`config.mk`:
```
export PLATFORM = sky130hd
export DESIGN_NAME = vga_timing
export DESIGN_NICKNAME = d
export VERILOG_FILES = /design/src/rtl/vga_defs.sv /design/src/rtl/wrap_counter.sv /design/src/rtl/vga_timing.sv
export SDC_FILE = /design/constraint.sdc
export NUM_CORES = 1
export LEC_CHECK = 0
export ABC_AREA = 0
export BUFFER_PORTS_ARGS = -buffer_cell sky130_fd_sc_hd__buf_4
export CORE_AREA = 2 2 72 74
export CTS_CLUSTER_DIAMETER = 50
export CTS_CLUSTER_SIZE = 20
export DETAILED_ROUTE_END_ITERATION = 10
export DIE_AREA = 0 0 74 76
export PLACE_DENSITY = 0.67
export SLEW_MARGIN = 40
export SYNTH_ARGS = -nofsm -noshare
export SYNTH_HDL_FRONTEND = slang
export SYNTH_SLANG_ARGS = --single-unit
```
`constraint.sdc`:
```
create_clock -name clk_in -period 3.4 [get_ports clk_in]
set_clock_uncertainty 0.2 [all_clocks]
set_input_delay 0.17 -clock clk_in [delete_from_list [all_inputs] [get_ports clk_in]]
set_output_delay 0.17 -clock clk_in [all_outputs]
set_load 0.03 [all_outputs]
```
`src/rtl/vga_defs.sv`:
```
// Shared display timing constants for 800x600@72 (50 MHz pixel clock).
// Renderers import H_ACTIVE / V_ACTIVE from here; the timing generator uses
// the full set plus the coordinate widths.
package vga_defs;

  // Horizontal timing, in pixels.
  localparam int unsigned H_ACTIVE = 800;
  localparam int unsigned H_FRONT  = 56;
  localparam int unsigned H_SYNC   = 120;
  localparam int unsigned H_BACK   = 64;
  localparam int unsigned H_TOTAL  = H_ACTIVE + H_FRONT + H_SYNC + H_BACK;

  // Vertical timing, in lines.
  localparam int unsigned V_ACTIVE = 600;
  localparam int unsigned V_FRONT  = 37;
  localparam int unsigned V_SYNC   = 6;
  localparam int unsigned V_BACK   = 23;
  localparam int unsigned V_TOTAL  = V_ACTIVE + V_FRONT + V_SYNC + V_BACK;

  // Coordinate bus widths.
  localparam int unsigned HC_W = 11;
  localparam int unsigned VC_W = 10;

  // 1 = syncs pulse high, 0 = syncs pulse low.
  localparam bit SYNC_POL = 1'b1;

endpackage

```
`src/rtl/wrap_counter.sv`:
```
// Modulo-N counter with enable and a wrap strobe.
// Resets to N-1 so the first enabled edge after reset lands on 0 and wraps.
// Ports:
//   clk_in    clock
//   i_rst     asynchronous active-high reset (count -> N-1)
//   i_en      count enable
//   o_count   registered count, 0..N-1
//   o_next_c  combinational value o_count takes on the next edge
//   o_wrap_c  combinational: this edge takes the count from N-1 to 0
module wrap_counter #(
  parameter int unsigned N = 16,
  parameter int unsigned W = 4
) (
  input  logic         clk_in,
  input  logic         i_rst,
  input  logic         i_en,
  output logic [W-1:0] o_count,
  output logic [W-1:0] o_next_c,
  output logic         o_wrap_c
);

  localparam logic [W-1:0] LAST = W'(N - 1);

  // Refuse to build a counter whose range does not fit its width.
  if (N < 2 || N > (2 ** W)) begin : g_bad_range
    $error("wrap_counter: N=%0d does not fit in W=%0d bits", N, W);
  end

  // Next-count and wrap decode.
  always_comb begin
    o_wrap_c = i_en && (o_count == LAST);
    o_next_c = o_count;
    if (i_en) begin
      o_next_c = o_wrap_c ? '0 : o_count + W'(1);
    end
  end

  // Count register.
  always_ff @(posedge clk_in or posedge i_rst) begin
    if (i_rst) begin
      o_count <= LAST;
    end else begin
      o_count <= o_next_c;
    end
  end

endmodule

```
`src/rtl/vga_timing.sv`:
```
// VGA display timing generator.
// Produces pixel coordinates, active/blank flags, sync pulses and
// line/frame/animate markers. Every output is a flop loaded from the
// next-state counter values, so coordinates and flags never skew.
// Ports:
//   clk_in     board clock
//   i_rst      asynchronous active-high reset
//   i_pix_stb  pixel enable (tie high for one pixel per clock)
//   o_x, o_y   current column / line
//   o_active   inside the visible area
//   o_hs,o_vs  horizontal / vertical sync at level SYNC_POL
//   o_vblank   line is in vertical blanking
//   o_line     one-clock pulse when o_x becomes 0
//   o_frame    one-clock pulse when (o_x,o_y) becomes (0,0)
//   o_animate  one-clock pulse when (o_x,o_y) becomes (0,V_ACTIVE)
module vga_timing
  import vga_defs::*;
#(
  parameter int unsigned H_ACTIVE = vga_defs::H_ACTIVE,
  parameter int unsigned H_FRONT  = vga_defs::H_FRONT,
  parameter int unsigned H_SYNC   = vga_defs::H_SYNC,
  parameter int unsigned H_BACK   = vga_defs::H_BACK,
  parameter int unsigned V_ACTIVE = vga_defs::V_ACTIVE,
  parameter int unsigned V_FRONT  = vga_defs::V_FRONT,
  parameter int unsigned V_SYNC   = vga_defs::V_SYNC,
  parameter int unsigned V_BACK   = vga_defs::V_BACK,
  parameter bit          SYNC_POL = vga_defs::SYNC_POL
) (
  input  logic            clk_in,
  input  logic            i_rst,
  input  logic            i_pix_stb,
  output logic [HC_W-1:0] o_x,
  output logic [VC_W-1:0] o_y,
  output logic            o_active,
  output logic            o_hs,
  output logic            o_vs,
  output logic            o_vblank,
  output logic            o_line,
  output logic            o_frame,
  output logic            o_animate
);

  localparam int unsigned LINE_LEN    = H_ACTIVE + H_FRONT + H_SYNC + H_BACK;
  localparam int unsigned FRAME_LINES = V_ACTIVE + V_FRONT + V_SYNC + V_BACK;

  localparam logic [HC_W-1:0] H_ACT_X  = HC_W'(H_ACTIVE);
  localparam logic [HC_W-1:0] HS_FIRST = HC_W'(H_ACTIVE + H_FRONT);
  localparam logic [HC_W-1:0] HS_LAST  = HC_W'(H_ACTIVE + H_FRONT + H_SYNC - 1);
  localparam logic [VC_W-1:0] V_ACT_Y  = VC_W'(V_ACTIVE);
  localparam logic [VC_W-1:0] VS_FIRST = VC_W'(V_ACTIVE + V_FRONT);
  localparam logic [VC_W-1:0] VS_LAST  = VC_W'(V_ACTIVE + V_FRONT + V_SYNC - 1);

  if (LINE_LEN > (2 ** HC_W)) begin : g_bad_h
    $error("vga_timing: H_TOTAL=%0d exceeds %0d-bit column counter", LINE_LEN, HC_W);
  end
  if (FRAME_LINES > (2 ** VC_W)) begin : g_bad_v
    $error("vga_timing: V_TOTAL=%0d exceeds %0d-bit line counter", FRAME_LINES, VC_W);
  end

  logic [HC_W-1:0] hc;
  logic [HC_W-1:0] hc_next;
  logic            h_wrap;
  logic [VC_W-1:0] vc;
  logic [VC_W-1:0] vc_next;
  logic            v_wrap;

  // Column counter; its wrap strobe steps the line counter.
  wrap_counter #(
    .N (LINE_LEN),
    .W (HC_W)
  ) u_hcnt (
    .clk_in   (clk_in),
    .i_rst    (i_rst),
    .i_en     (i_pix_stb),
    .o_count  (hc),
    .o_next_c (hc_next),
    .o_wrap_c (h_wrap)
  );

  wrap_counter #(
    .N (FRAME_LINES),
    .W (VC_W)
  ) u_vcnt (
    .clk_in   (clk_in),
    .i_rst    (i_rst),
    .i_en     (h_wrap),
    .o_count  (vc),
    .o_next_c (vc_next),
    .o_wrap_c (v_wrap)
  );

  assign o_x = hc;
  assign o_y = vc;

  logic active_next;
  logic vblank_next;
  logic hs_on_next;
  logic vs_on_next;
  logic line_next;
  logic frame_next;
  logic animate_next;

  // Flag decode from the coordinates the counters move to on this edge.
  // On stalled cycles the next values equal the current ones, so the
  // level flags hold and the wrap-based pulses stay low.
  always_comb begin
    active_next  = (hc_next < H_ACT_X) && (vc_next < V_ACT_Y);
    vblank_next  = (vc_next >= V_ACT_Y);
    hs_on_next   = (hc_next >= HS_FIRST) && (hc_next <= HS_LAST);
    vs_on_next   = (vc_next >= VS_FIRST) && (vc_next <= VS_LAST);
    line_next    = h_wrap;
    frame_next   = v_wrap;
    animate_next = h_wrap && (vc_next == V_ACT_Y);
  end

  // Output flops; reset values match the parked (H_TOTAL-1, V_TOTAL-1) point.
  always_ff @(posedge clk_in or posedge i_rst) begin
    if (i_rst) begin
      o_active  <= 1'b0;
      o_vblank  <= 1'b1;
      o_hs      <= ~SYNC_POL;
      o_vs      <= ~SYNC_POL;
      o_line    <= 1'b0;
      o_frame   <= 1'b0;
      o_animate <= 1'b0;
    end else begin
      o_active  <= active_next;
      o_vblank  <= vblank_next;
      o_hs      <= hs_on_next ? SYNC_POL : ~SYNC_POL;
      o_vs      <= vs_on_next ? SYNC_POL : ~SYNC_POL;
      o_line    <= line_next;
      o_frame   <= frame_next;
      o_animate <= animate_next;
    end
  end

endmodule

```
==> results_tabular.tex <==
\begin{tabular}{lr}
\hline
Metric & Value \\
\hline
\multicolumn{2}{l}{\textbf{Status}} \\
\quad Run status & finished, final reports clean \\
\multicolumn{2}{l}{\textbf{Layout}} \\
\quad Synthesis-to-finish area growth & 17.3\% \\
\quad Share of post-route cells with drive strength above 1 & 0.312 \\
\quad Antenna cell count & 0 \\
\quad Total Nets Final & 228 \\
\multicolumn{2}{l}{\textbf{Placement}} \\
\quad Detailed placer's ending HPWL & 3.13 mm \\
\quad Worst setup timing slack at the placement stage & 0.376 ns \\
\quad Number of port buffers & 30 \\
\quad GPL Wtd Cong & 0.837 \\
\multicolumn{2}{l}{\textbf{Logic synthesis}} \\
\quad Gate count of the mapped netlist & 195 \\
\quad Cell types with the largest area share after synthesis & dfrtp\_1, dfstp\_2, xnor2\_1, nand2\_1, buf\_6 \\
\quad Distinct cell type count of the synthesized netlist & 59 \\
\quad Share of Yosys cell area claimed by the top area cell type & 0.227 \\
\quad Synth async-reset ratio & 1.00 \\
\quad Post-synthesis instance area & 1880 µm² \\
\quad Post-synth top cells & dfrtp\_1, nand2\_1 \\
\quad Area leader, netlist & dfrtp\_1 \\
\quad Mean cell area of the mapped netlist & 9.63 µm² \\
\quad Flip-flop and latch count after synthesis & 28 \\
\quad Syn nets & 201 \\
\quad Synth Flop Type & dfrtp\_1 \\
\quad Count of flip-flops with a built-in enable after synthesis & 0 \\
\quad Yosys warns & 0 \\
\quad Sequential fraction of the synthesis area & 0.380 \\
\multicolumn{2}{l}{\textbf{Critical path}} \\
\quad CP endpoint kind & flip-flop \\
\quad Critical Path Source Type & flip-flop \\
\quad Register-to-register setup slack & 0.34 ns \\
\quad Crit path DAT & 3.04 ns \\
\quad Data required time at the worst endpoint & 3.38 ns \\
\quad Reg-to-reg startpoint & u\_hcnt.o\_count[0] \\
\quad Largest fanout of any net on the critical path & 18 \\
\quad Start-to-end type of the worst setup path & flip-flop to flip-flop \\
\quad Worst flop-to-flop path endpoint & o\_vs \\
\quad Cell depth of the worst flop-to-flop path & 8 \\
\multicolumn{2}{l}{\textbf{Floorplanning}} \\
\quad Die width & 74 µm \\
\quad Die Span Y & 76 µm \\
\quad Number of ports placed on the die boundary & 31 \\
\quad Starting utilization of the core area & 0.382 \\
\quad Placeable core area & 4910 µm² \\
\quad Floorplan die area & 5620 µm² \\
\quad Row count & 26 \\
\multicolumn{2}{l}{\textbf{Global routing}} \\
\quad Antenna violations before repair & 0 \\
\quad Maximum number of pins on one net before global-route repair & 27 \\
\quad Total routing usage reported by global routing & 0.164 \\
\quad Total grt overflow & 0 \\
\quad Via count of the first global-routing pass & 1559 \\
\quad Wire length of the first global-routing pass & 7.45 mm \\
\multicolumn{2}{l}{\textbf{STA}} \\
\quad Post-layout worst setup margin & 0.339 ns \\
\quad Top achievable clock speed & 0.327 GHz \\
\quad Total negative slack for setup checks & 0 ns \\
\quad Hold Violations, Final & 0 \\
\quad Min cycle time layout & 3.06 ns \\
\quad Number of setup violations in the final report & 0 \\
\quad Period utilisation layout & 0.900 \\
\quad RSZ-0062 raised after global routing & false \\
\quad Max\_slew headroom & 0.631 \\
\quad Worst-Margin Slew & 0.553 ns \\
\quad Final max-slew violation count & 0 \\
\multicolumn{2}{l}{\textbf{Clocking}} \\
\quad Root Buffer Master & clkbuf\_8 \\
\quad Clk buf depth & 2 \\
\quad Number of H-tree levels & 1 \\
\quad Clock tree from TritonCTS & done \\
\quad Clock latency reported for the late side of the worst-skew pair & 0.28 ns \\
\quad Number of sinks driven by the clock tree & 28 \\
\quad Post-cts resize count & 0 \\
\quad Number of buffers created by CTS & 3 \\
\quad Clock transition at path regs & 0.10 ns \\
\multicolumn{2}{l}{\textbf{Route}} \\
\quad Via density per instance & 5.46 \\
\quad Drt pass-1 iters & 4 \\
\quad Mean routed wirelength per cell & 15.0 µm \\
\quad Routed wire length & 4.36 mm \\
\quad Antenna-violating nets left & 0 \\
\quad Number of DRC markers after the initial detailed-route iteration & 138 \\
\quad Remaining DRCs & 0 \\
\quad Total number of vias & 1589 \\
\multicolumn{2}{l}{\textbf{Min path}} \\
\quad Type of the worst min-delay path & input pin to asynchronous set/reset pin \\
\multicolumn{2}{l}{\textbf{Pwr}} \\
\quad Lkg Pwr & 0.903 nW \\
\quad Power density over cell area & 440 nW/µm² \\
\quad Highest ir drop seen on vdd & 0.000283 V \\
\multicolumn{2}{l}{\textbf{Job}} \\
\quad Max-Cap Viols & 0 \\
\hline
\end{tabular}
-- layout make-up --
type / count / area (µm²)
tap: 70 / 87.6
clock buffer: 4 / 55.1
sequential: 28 / 714
fill: 470 / 2710
multi-input combinational: 140 / 1020
timing repair buffer: 36 / 275
inverter: 13 / 50.0
-- worst max-delay path: stages, from the launching register on --
cell and delay (ns):
dfstp_2 0.58, ha_1 0.19, and4_1 0.50, nand3_4 0.31
inv_2 0.26, o21ai_0 0.11, a21oi_1 0.42, a2111oi_0 0.14
a22o_1 0.25
-- stage by stage --
step / instance area (µm²) / hold slack [ns] / util / power (mW) / instances
5_1_grt: 2200 / 0.349 / 0.449 / 1.04 / 291
4_1_cts: 2200 / 0.312 / 0.449 / 0.981 / 291
2_1_floorplan: 1880 / 0.0273 / - / 0.663 / 195
6_report: 2200 / 0.293 / 0.449 / 0.970 / 291
3_3_place_gp: 2130 / 0.190 / 0.433 / 0.764 / 285
3_5_place_dp: 2130 / 0.0688 / 0.433 / 0.763 / 285
-- routing by layer --
layer  track usage  wire (µm)  vias up
li1              -          -      767
met1         0.232       2080      770
met2         0.262       2040       46
met3        0.0185        183        6
met4        0.0491         63        0
met5             0          0        -
-- cells by family after synthesis --
group	after synthesis	synth area share
multiplexers	1	0.00600
buffers and inverters	27	0.0759
AO/OA/AOI/OAI	45	0.186
AND/OR/NAND/NOR	79	0.276
XOR/XNOR	12	0.0560
flip-flops	28	0.380
adder cells (fa/ha/maj)	3	0.0200
-- layout by cell type (no fill, tap or decap), drive strengths merged, types with 4 or more instances in the layout --
cell type	synthesis	layout
buf	7	34
nand2	17	17
dfrtp	17	17
inv	12	12
xnor2	11	11
nor2	11	11
dfstp	11	11
nand4	9	9
o21ai	9	9
nor3	8	8
nand3	7	7
and2	6	6
a21o	4	4
a31oi	4	4
clkbuf	7	4
a21oi	4	4
-- report_power, final --
group / internal, mW / switching [mW]
Sequential: 0.388 / 0.0655
Combinational: 0.124 / 0.180
Clock: 0.104 / 0.108
Total: 0.616 / 0.354
-- state kept, by name, summed over array words and instances, names as in the netlist --
| signal | count |
|---|---|
| o_active | 1 |
| o_animate | 1 |
| o_frame | 1 |
| o_hs | 1 |
| o_line | 1 |
| o_vblank | 1 |
| o_vs | 1 |
| u_hcnt.o_count | 11 |
| u_vcnt.o_count | 10 |
-- repair_timing --
| action | in CTS | in global routing |
|---|---|---|
| hold buffers | 2 | 0 |
| buffers inserted | 0 | 0 |
| hold endpoints to repair | 20 | 0 |
-- worst max path at each step --
stage | cells after the start | slack [ns] | end | start
final | 8 | 0.34 | o_vs | u_hcnt.o_count[0]
after global routing | 8 | 0.13 | o_vs | u_hcnt.o_count[0]
after CTS | 8 | 0.36 | o_vs | u_hcnt.o_count[0]
after detailed placement | 8 | 0.38 | o_vs | u_hcnt.o_count[0]
after global placement | 8 | 0.50 | o_vs | u_hcnt.o_count[0]
after floorplan | 9 | 0.87 | o_vs | u_hcnt.o_count[0]
Note: power is estimated with default switching activity, not from simulation.
